`src/rtl/addr_map_pkg.sv`:
```
// addr_map_pkg
//    Shared definitions for the bus address decoder:
//    - decoder FSM state encoding
//    - default memory map: program, data, peripheral and boot windows
//    - default wait-state counts per window
package addr_map_pkg;

   typedef enum logic [1:0] {
      IDLE = 2'd0,
      WAIT = 2'd1,
      DONE = 2'd2
   } state_e;

   // Default memory map (inclusive bounds), region index 0..3
   localparam logic [31:0] PROG_BASE = 32'h0000_0240;
   localparam logic [31:0] PROG_LIM  = 32'h0000_123F;
   localparam logic [31:0] DATA_BASE = 32'h0000_1240;
   localparam logic [31:0] DATA_LIM  = 32'h0000_1FFF;
   localparam logic [31:0] PERI_BASE = 32'h0000_2000;
   localparam logic [31:0] PERI_LIM  = 32'h0000_2FFF;
   localparam logic [31:0] BOOT_BASE = 32'h0000_3000;
   localparam logic [31:0] BOOT_LIM  = 32'h0000_3FFF;

   localparam logic [7:0] PROG_WAIT = 8'd0;
   localparam logic [7:0] DATA_WAIT = 8'd0;
   localparam logic [7:0] PERI_WAIT = 8'd2;
   localparam logic [7:0] BOOT_WAIT = 8'd1;

   // Packed so that region k sits at bits [k*W +: W]
   localparam logic [4*32-1:0] DEF_BASES  = {BOOT_BASE, PERI_BASE, DATA_BASE, PROG_BASE};
   localparam logic [4*32-1:0] DEF_LIMITS = {BOOT_LIM,  PERI_LIM,  DATA_LIM,  PROG_LIM};
   localparam logic [4*8-1:0]  DEF_WAITS  = {BOOT_WAIT, PERI_WAIT, DATA_WAIT, PROG_WAIT};

endpackage

```
`src/rtl/addr_range_match.sv`:
```
// addr_range_match
//    Combinational single-window comparator.
//    Ports:
//       addr_i  : address under test
//       base_i  : inclusive lower bound of the window
//       limit_i : inclusive upper bound of the window
//       hit_o   : 1 when base_i <= addr_i <= limit_i (unsigned)
module addr_range_match #(
   parameter int ADDR_W = 32
) (
   input  logic [ADDR_W-1:0] addr_i,
   input  logic [ADDR_W-1:0] base_i,
   input  logic [ADDR_W-1:0] limit_i,
   output logic              hit_o
);

   assign hit_o = (addr_i >= base_i) && (addr_i <= limit_i);

endmodule

```
`src/rtl/addr_decode_ws.sv`:
```
// addr_decode_ws
//    Registered address decoder with per-region wait states. Maps a request
//    address onto one of N_REG inclusive windows, produces a one-hot chip
//    select and region-relative offset, stalls WAITS[k] cycles, then pulses
//    ready for one cycle. Unmapped addresses complete with fault.
//    Ports:
//       clk    : system clock, rising edge
//       rst    : synchronous active-high reset
//       req    : access request, only looked at in IDLE
//       addr   : request address, sampled with req
//       cs     : one-hot chip select (registered)
//       offset : addr - BASE[k] of the hit region (registered)
//       ready  : single-cycle completion strobe
//       fault  : high with ready when the access hit no region
//       busy   : high whenever the FSM is not IDLE
module addr_decode_ws
   import addr_map_pkg::*;
#(
   parameter int                      ADDR_W = 32,
   parameter int                      N_REG  = 4,
   parameter logic [N_REG*ADDR_W-1:0] BASES  = DEF_BASES,
   parameter logic [N_REG*ADDR_W-1:0] LIMITS = DEF_LIMITS,
   parameter logic [N_REG*8-1:0]      WAITS  = DEF_WAITS
) (
   input  logic              clk,
   input  logic              rst,
   input  logic              req,
   input  logic [ADDR_W-1:0] addr,
   output logic [N_REG-1:0]  cs,
   output logic [ADDR_W-1:0] offset,
   output logic              ready,
   output logic              fault,
   output logic              busy
);

   logic [N_REG-1:0] hit;

   for (genvar k = 0; k < N_REG; k++) begin : g_match
      addr_range_match #(.ADDR_W(ADDR_W)) u_match (
         .addr_i  (addr),
         .base_i  (BASES[k*ADDR_W +: ADDR_W]),
         .limit_i (LIMITS[k*ADDR_W +: ADDR_W]),
         .hit_o   (hit[k])
      );
   end

   // Priority encode: scan from the top index down so the lowest
   // matching index is the last one written and therefore wins.
   logic              dec_hit;
   logic [N_REG-1:0]  dec_cs;
   logic [ADDR_W-1:0] dec_off;
   logic [7:0]        dec_wait;

   always_comb begin
      dec_hit  = 1'b0;
      dec_cs   = '0;
      dec_off  = '0;
      dec_wait = '0;
      for (int k = N_REG - 1; k >= 0; k--) begin
         if (hit[k]) begin
            dec_hit   = 1'b1;
            dec_cs    = '0;
            dec_cs[k] = 1'b1;
            // Cannot underflow: a hit implies addr >= base.
            dec_off   = addr - BASES[k*ADDR_W +: ADDR_W];
            dec_wait  = WAITS[k*8 +: 8];
         end
      end
   end

   state_e            state_q;
   logic [7:0]        cnt_q;
   logic [N_REG-1:0]  cs_q;
   logic [ADDR_W-1:0] offset_q;
   logic              ready_q;
   logic              fault_q;
   logic              busy_q;

   always_ff @(posedge clk) begin
      if (rst) begin
         state_q  <= IDLE;
         cnt_q    <= '0;
         cs_q     <= '0;
         offset_q <= '0;
         ready_q  <= 1'b0;
         fault_q  <= 1'b0;
         busy_q   <= 1'b0;
      end else begin
         case (state_q)
            IDLE: begin
               ready_q <= 1'b0;
               fault_q <= 1'b0;
               if (req) begin
                  busy_q <= 1'b1;
                  if (dec_hit) begin
                     cs_q     <= dec_cs;
                     offset_q <= dec_off;
                     if (dec_wait != 8'd0) begin
                        cnt_q   <= dec_wait;
                        state_q <= WAIT;
                     end else begin
                        // ready is registered so it lands in the DONE cycle
                        ready_q <= 1'b1;
                        state_q <= DONE;
                     end
                  end else begin
                     cs_q     <= '0;
                     offset_q <= '0;
                     fault_q  <= 1'b1;
                     ready_q  <= 1'b1;
                     state_q  <= DONE;
                  end
               end
            end
            WAIT: begin
               cnt_q <= cnt_q - 8'd1;
               if (cnt_q == 8'd1) begin
                  ready_q <= 1'b1;
                  state_q <= DONE;
               end
            end
            DONE: begin
               ready_q  <= 1'b0;
               fault_q  <= 1'b0;
               cs_q     <= '0;
               offset_q <= '0;
               busy_q   <= 1'b0;
               state_q  <= IDLE;
            end
            default: begin
               ready_q <= 1'b0;
               fault_q <= 1'b0;
               busy_q  <= 1'b0;
               state_q <= IDLE;
            end
         endcase
      end
   end

   assign cs     = cs_q;
   assign offset = offset_q;
   assign ready  = ready_q;
   assign fault  = fault_q;
   assign busy   = busy_q;

endmodule

```
`config.mk`:
```
export PLATFORM = sky130hd
export DESIGN_NAME = addr_decode_ws
export DESIGN_NICKNAME = d
export VERILOG_FILES = /design/src/rtl/addr_map_pkg.sv /design/src/rtl/addr_range_match.sv /design/src/rtl/addr_decode_ws.sv
export SDC_FILE = /design/constraint.sdc
export NUM_CORES = 1
export LEC_CHECK = 0
export CORE_UTILIZATION = 39
export DETAILED_ROUTE_END_ITERATION = 8
export PLACE_DENSITY = 0.66
export SYNTH_ARGS = -nofsm -noshare
export SYNTH_HDL_FRONTEND = slang
export SYNTH_SLANG_ARGS = --single-unit
```
`constraint.sdc`:
```
create_clock -name clk -period 4.5 [get_ports clk]
set_input_delay 1.35 -clock clk [delete_from_list [all_inputs] [get_ports clk]]
set_output_delay 1.35 -clock clk [all_outputs]
set_load 0.01 [all_outputs]
```
==> summary.md <==
| Metric | Value |
|---|---|
| Clock Skew | 0.006050 ns |
| Clk root buf | clkbuf_8 |
| Area after DPL | between 3000 and 4000 um^2 |
| Routed wire length | a little over 8 mm |
| Syn Inst Count | 334 |
| Worst skew pair latency | around 0.30 ns |
| Largest net degree at the start of global routing | 25 |
| CP arrival | 4.12 ns |
| Via Count | 2921 |
| Final Net Count | 456 |
| Ys Warns | 0 |
| Synth top cells by count | dfxtp_1 (49), nand2_1 (25), nor2_1 (23) |
| Leak Pwr | roughly 1.5 nW |
| Clk slew on worst S/H paths | around 0.090 ns |
| TritonCTS clock tree | yes |
| Hold Fails Final Rpt | 0 |
| Most frequent cell after synthesis | dfxtp_1 |
| Iteration-0 DRC Markers | ~220 |
| Top cell type's share of synthesized area | 32.96% |
| DIE AREA | 7986 um^2 |
| Synthesized flop and latch total | 49 |
| Tightest Hold Check Type | reg -> reg |
| DRT Pass-1 Iters | 5 |
| Boundary pin count | 74 |
| Worst setup EP type | flip-flop |
| Global Route Usage Sum | between 20% and 30% |
| CP Launch Type | input pin |
| Max Cap Viol | 0 |
| Rel. slew slack | 41.36% |
| Design Area, Final | roughly 3900 um^2 |
| Highest Clock Rate | 0.2555 GHz |
| Largest area contributor in the netlist | dfxtp_1 |
| Pwr dens | between 200 and 250 nW/um^2 |
| Drt wl/cell | 16.34 um |
| Starting Density | 40.60% |
| Async S/R FF share, synth | 0% |
| Net count after synthesis | 382 |
| Drc violations | 0 |
| Die Y | 89.37 um |
| Core Area | 7331 um^2 |
| TritonCTS Sinks | 49 |
| Antenna violations before repair | 0 |
| Vias in the first global route | 2744 |
| Syn_area_per_cell | 8.912 um^2 |
| Slowest cell on the critical path | clkdlybuf4s50_1 |
| Setup violators final | 0 |
| Num CTS Buffers | 5 |
| Gpl congestion | 0.9013 |
| Final min period | 3.913 ns |
| N_diodes | 0 |
| Final period util | 86.96% |
| H-tree depth | 2 |
| Max Slew Vio Count | 0 |
| CP max FO | 8 |
| Fin Setup TNS | 0 ns |
| RSZ-0062 raised after global routing | no |
| Worst Tran Pin Value | 0.8796 ns |
| Clock Tree Buf Depth | 2 |
| Post-synth EDFFs | 0 |
| Crit Path Category | in -> reg |
| Antenna Nets Post-Route | 0 |
| Max VDD drop | approximately 0.096 mV |
| Synth unique cells | 74 |
| Largest cells by area after synthesis | dfxtp_1 (33%), ha_1 (5.5%), a21o_1 (4.5%), nand2_1 (3.2%), nand3_1 (3.0%) |
| Worst stage delay on the critical path | 0.49 ns |
| First-pass GRT wire length | between 10 and 15 mm |
| Post-Syn Area | about 3000 um^2 |
| Post-CTS sizing | 0 |
| Ys flop type | dfxtp_1 |
| Global route total overflow | 0 |
| Detail Placement HPWL | 6.371 mm |
| Outcome | finished, final reports clean |
| Site row count | 31 |
| Post-CTS Setup Repair Bufs | 0 |
| Area grow syn2layout | 31.44% |
| Design Power | slightly above 0.8 mW |
| CP cell instances | clkdlybuf4s50_1 > inv_1 > ha_1 > nor4b_2 > nand3_1 > o31a_1 > nor2_2 > and4b_1 > nor3_1 > a2111oi_2 |
| Worst EP required | between 4 and 5 ns |
| Register area share after synthesis | between 30% and 40% |
| CP Buf/Inv Count | 2 |
| Die W | between 80 and 90 um |
| PortBufs | 73 |
| Via density per instance | around 5.8 |
| Fraction of layout cells with a size suffix above 1 | 10.02% |
| CTS Hold Bufs | 0 |
| Top delay family on crit path | simple AND/OR/NAND/NOR gates |
[cell families (layout without fill, tap and decap cells)]
| kind of cell | count (synthesis) | after routing | synth area share, % |
|---|---|---|---|
| XOR/XNOR | 5 | 5 | 1.471 |
| AO/OA/AOI/OAI | 109 | 109 | 30.39 |
| multiplexers | 2 | 2 | 0.7146 |
| buffers and inverters | 32 | 107 | 4.497 |
| flip-flops | 49 | 49 | 32.95 |
| adder cells (fa/ha/maj) | 13 | 13 | 5.465 |
| AND/OR/NAND/NOR | 124 | 124 | 24.51 |
[per-stage QoR]
stage | std cells | hold slack, ns | util, % | setup WS, ns
4_1_cts | 508 | 0.4620 | 53.37 | 0.6115
3_5_place_dp | 500 | 0.4417 | 52.28 | 0.3035
3_3_place_gp | 500 | 0.4325 | 52.28 | 0.3562
2_1_floorplan | 334 | 0.4514 | - | 0.9600
5_1_grt | 508 | 0.4797 | 53.37 | 0.3376
6_report | 508 | 0.4563 | 53.37 | 0.5867
[sequential cells by signal (all words and copies together), names as in the netlist]
signal   flops
busy         1
cnt_q        8
cs           4
fault        1
offset      32
ready        1
state_q      2
[metal layers]
metal  share of wire, %  vias to the layer above  routed length, um  global-route usage, %
met5                  0                        -                  0                      0
met4                1.9                        0                157                  7.504
met1                 44                     1380               3683                  30.58
li1                   -                     1400                  -                      -
met2                 46                      127               3808                  34.49
met3                7.8                       14                651                  4.801
[path summary, 6_finish.rpt]
path | cells past startpoint | endpoint | start | slack (ns)
min reg2reg | 1 | offset[31]$_SDFFE_PP0P_ | offset[31]$_SDFFE_PP0P_ | 0.46
min | 1 | offset[31]$_SDFFE_PP0P_ | offset[31]$_SDFFE_PP0P_ | 0.46
max reg2reg | 7 | offset[26]$_SDFFE_PP0P_ | state_q[1]$_SDFFE_PP0P_ | 2.50
max | 10 | cnt_q[1]$_SDFFE_PP0P_ | addr[7] | 0.59
[cell usage in the layout, fill, tap and decap left out, types with 11 or more instances in the layout]
master           Yosys  final
a21oi_1             15     15
nand2_1             25     25
nor2_1              23     23
a21o_1              18     18
nand3_1             18     18
clkdlybuf4s50_1      0     73
o21ai_0             11     11
inv_1               15     15
dfxtp_1             49     49
ha_1                13     13
[worst reg2reg max path, cell delays in order (launching register included)]
cell	delay (ns)
dfxtp_1	0.36
nand2b_1	0.25
nor2_1	0.12
buf_4	0.20
nand2_1	0.11
a311o_4	0.39
a311oi_4	0.39
a21o_1	0.13
[report_power, final]
part / switching (mW) / leakage (nW) / total, mW / internal (mW)
combinational: 0.0718 / 1.04 / 0.129 / 0.0569
sequential: 0.00168 / 0.395 / 0.437 / 0.435
clock: 0.140 / 0.0395 / 0.250 / 0.111
total: 0.213 / 1.48 / 0.816 / 0.603
[cell type report]
cell class / count / area (um^2)
fillers: 662 / 3418
flip-flops and latches: 49 / 980.9
well taps: 99 / 123.9
clock buffers: 8 / 80.08
repair buffers: 83 / 805.8
multi-input cells: 253 / 1862
inverters: 16 / 60.06
Note: power is estimated with default switching activity, not from simulation.
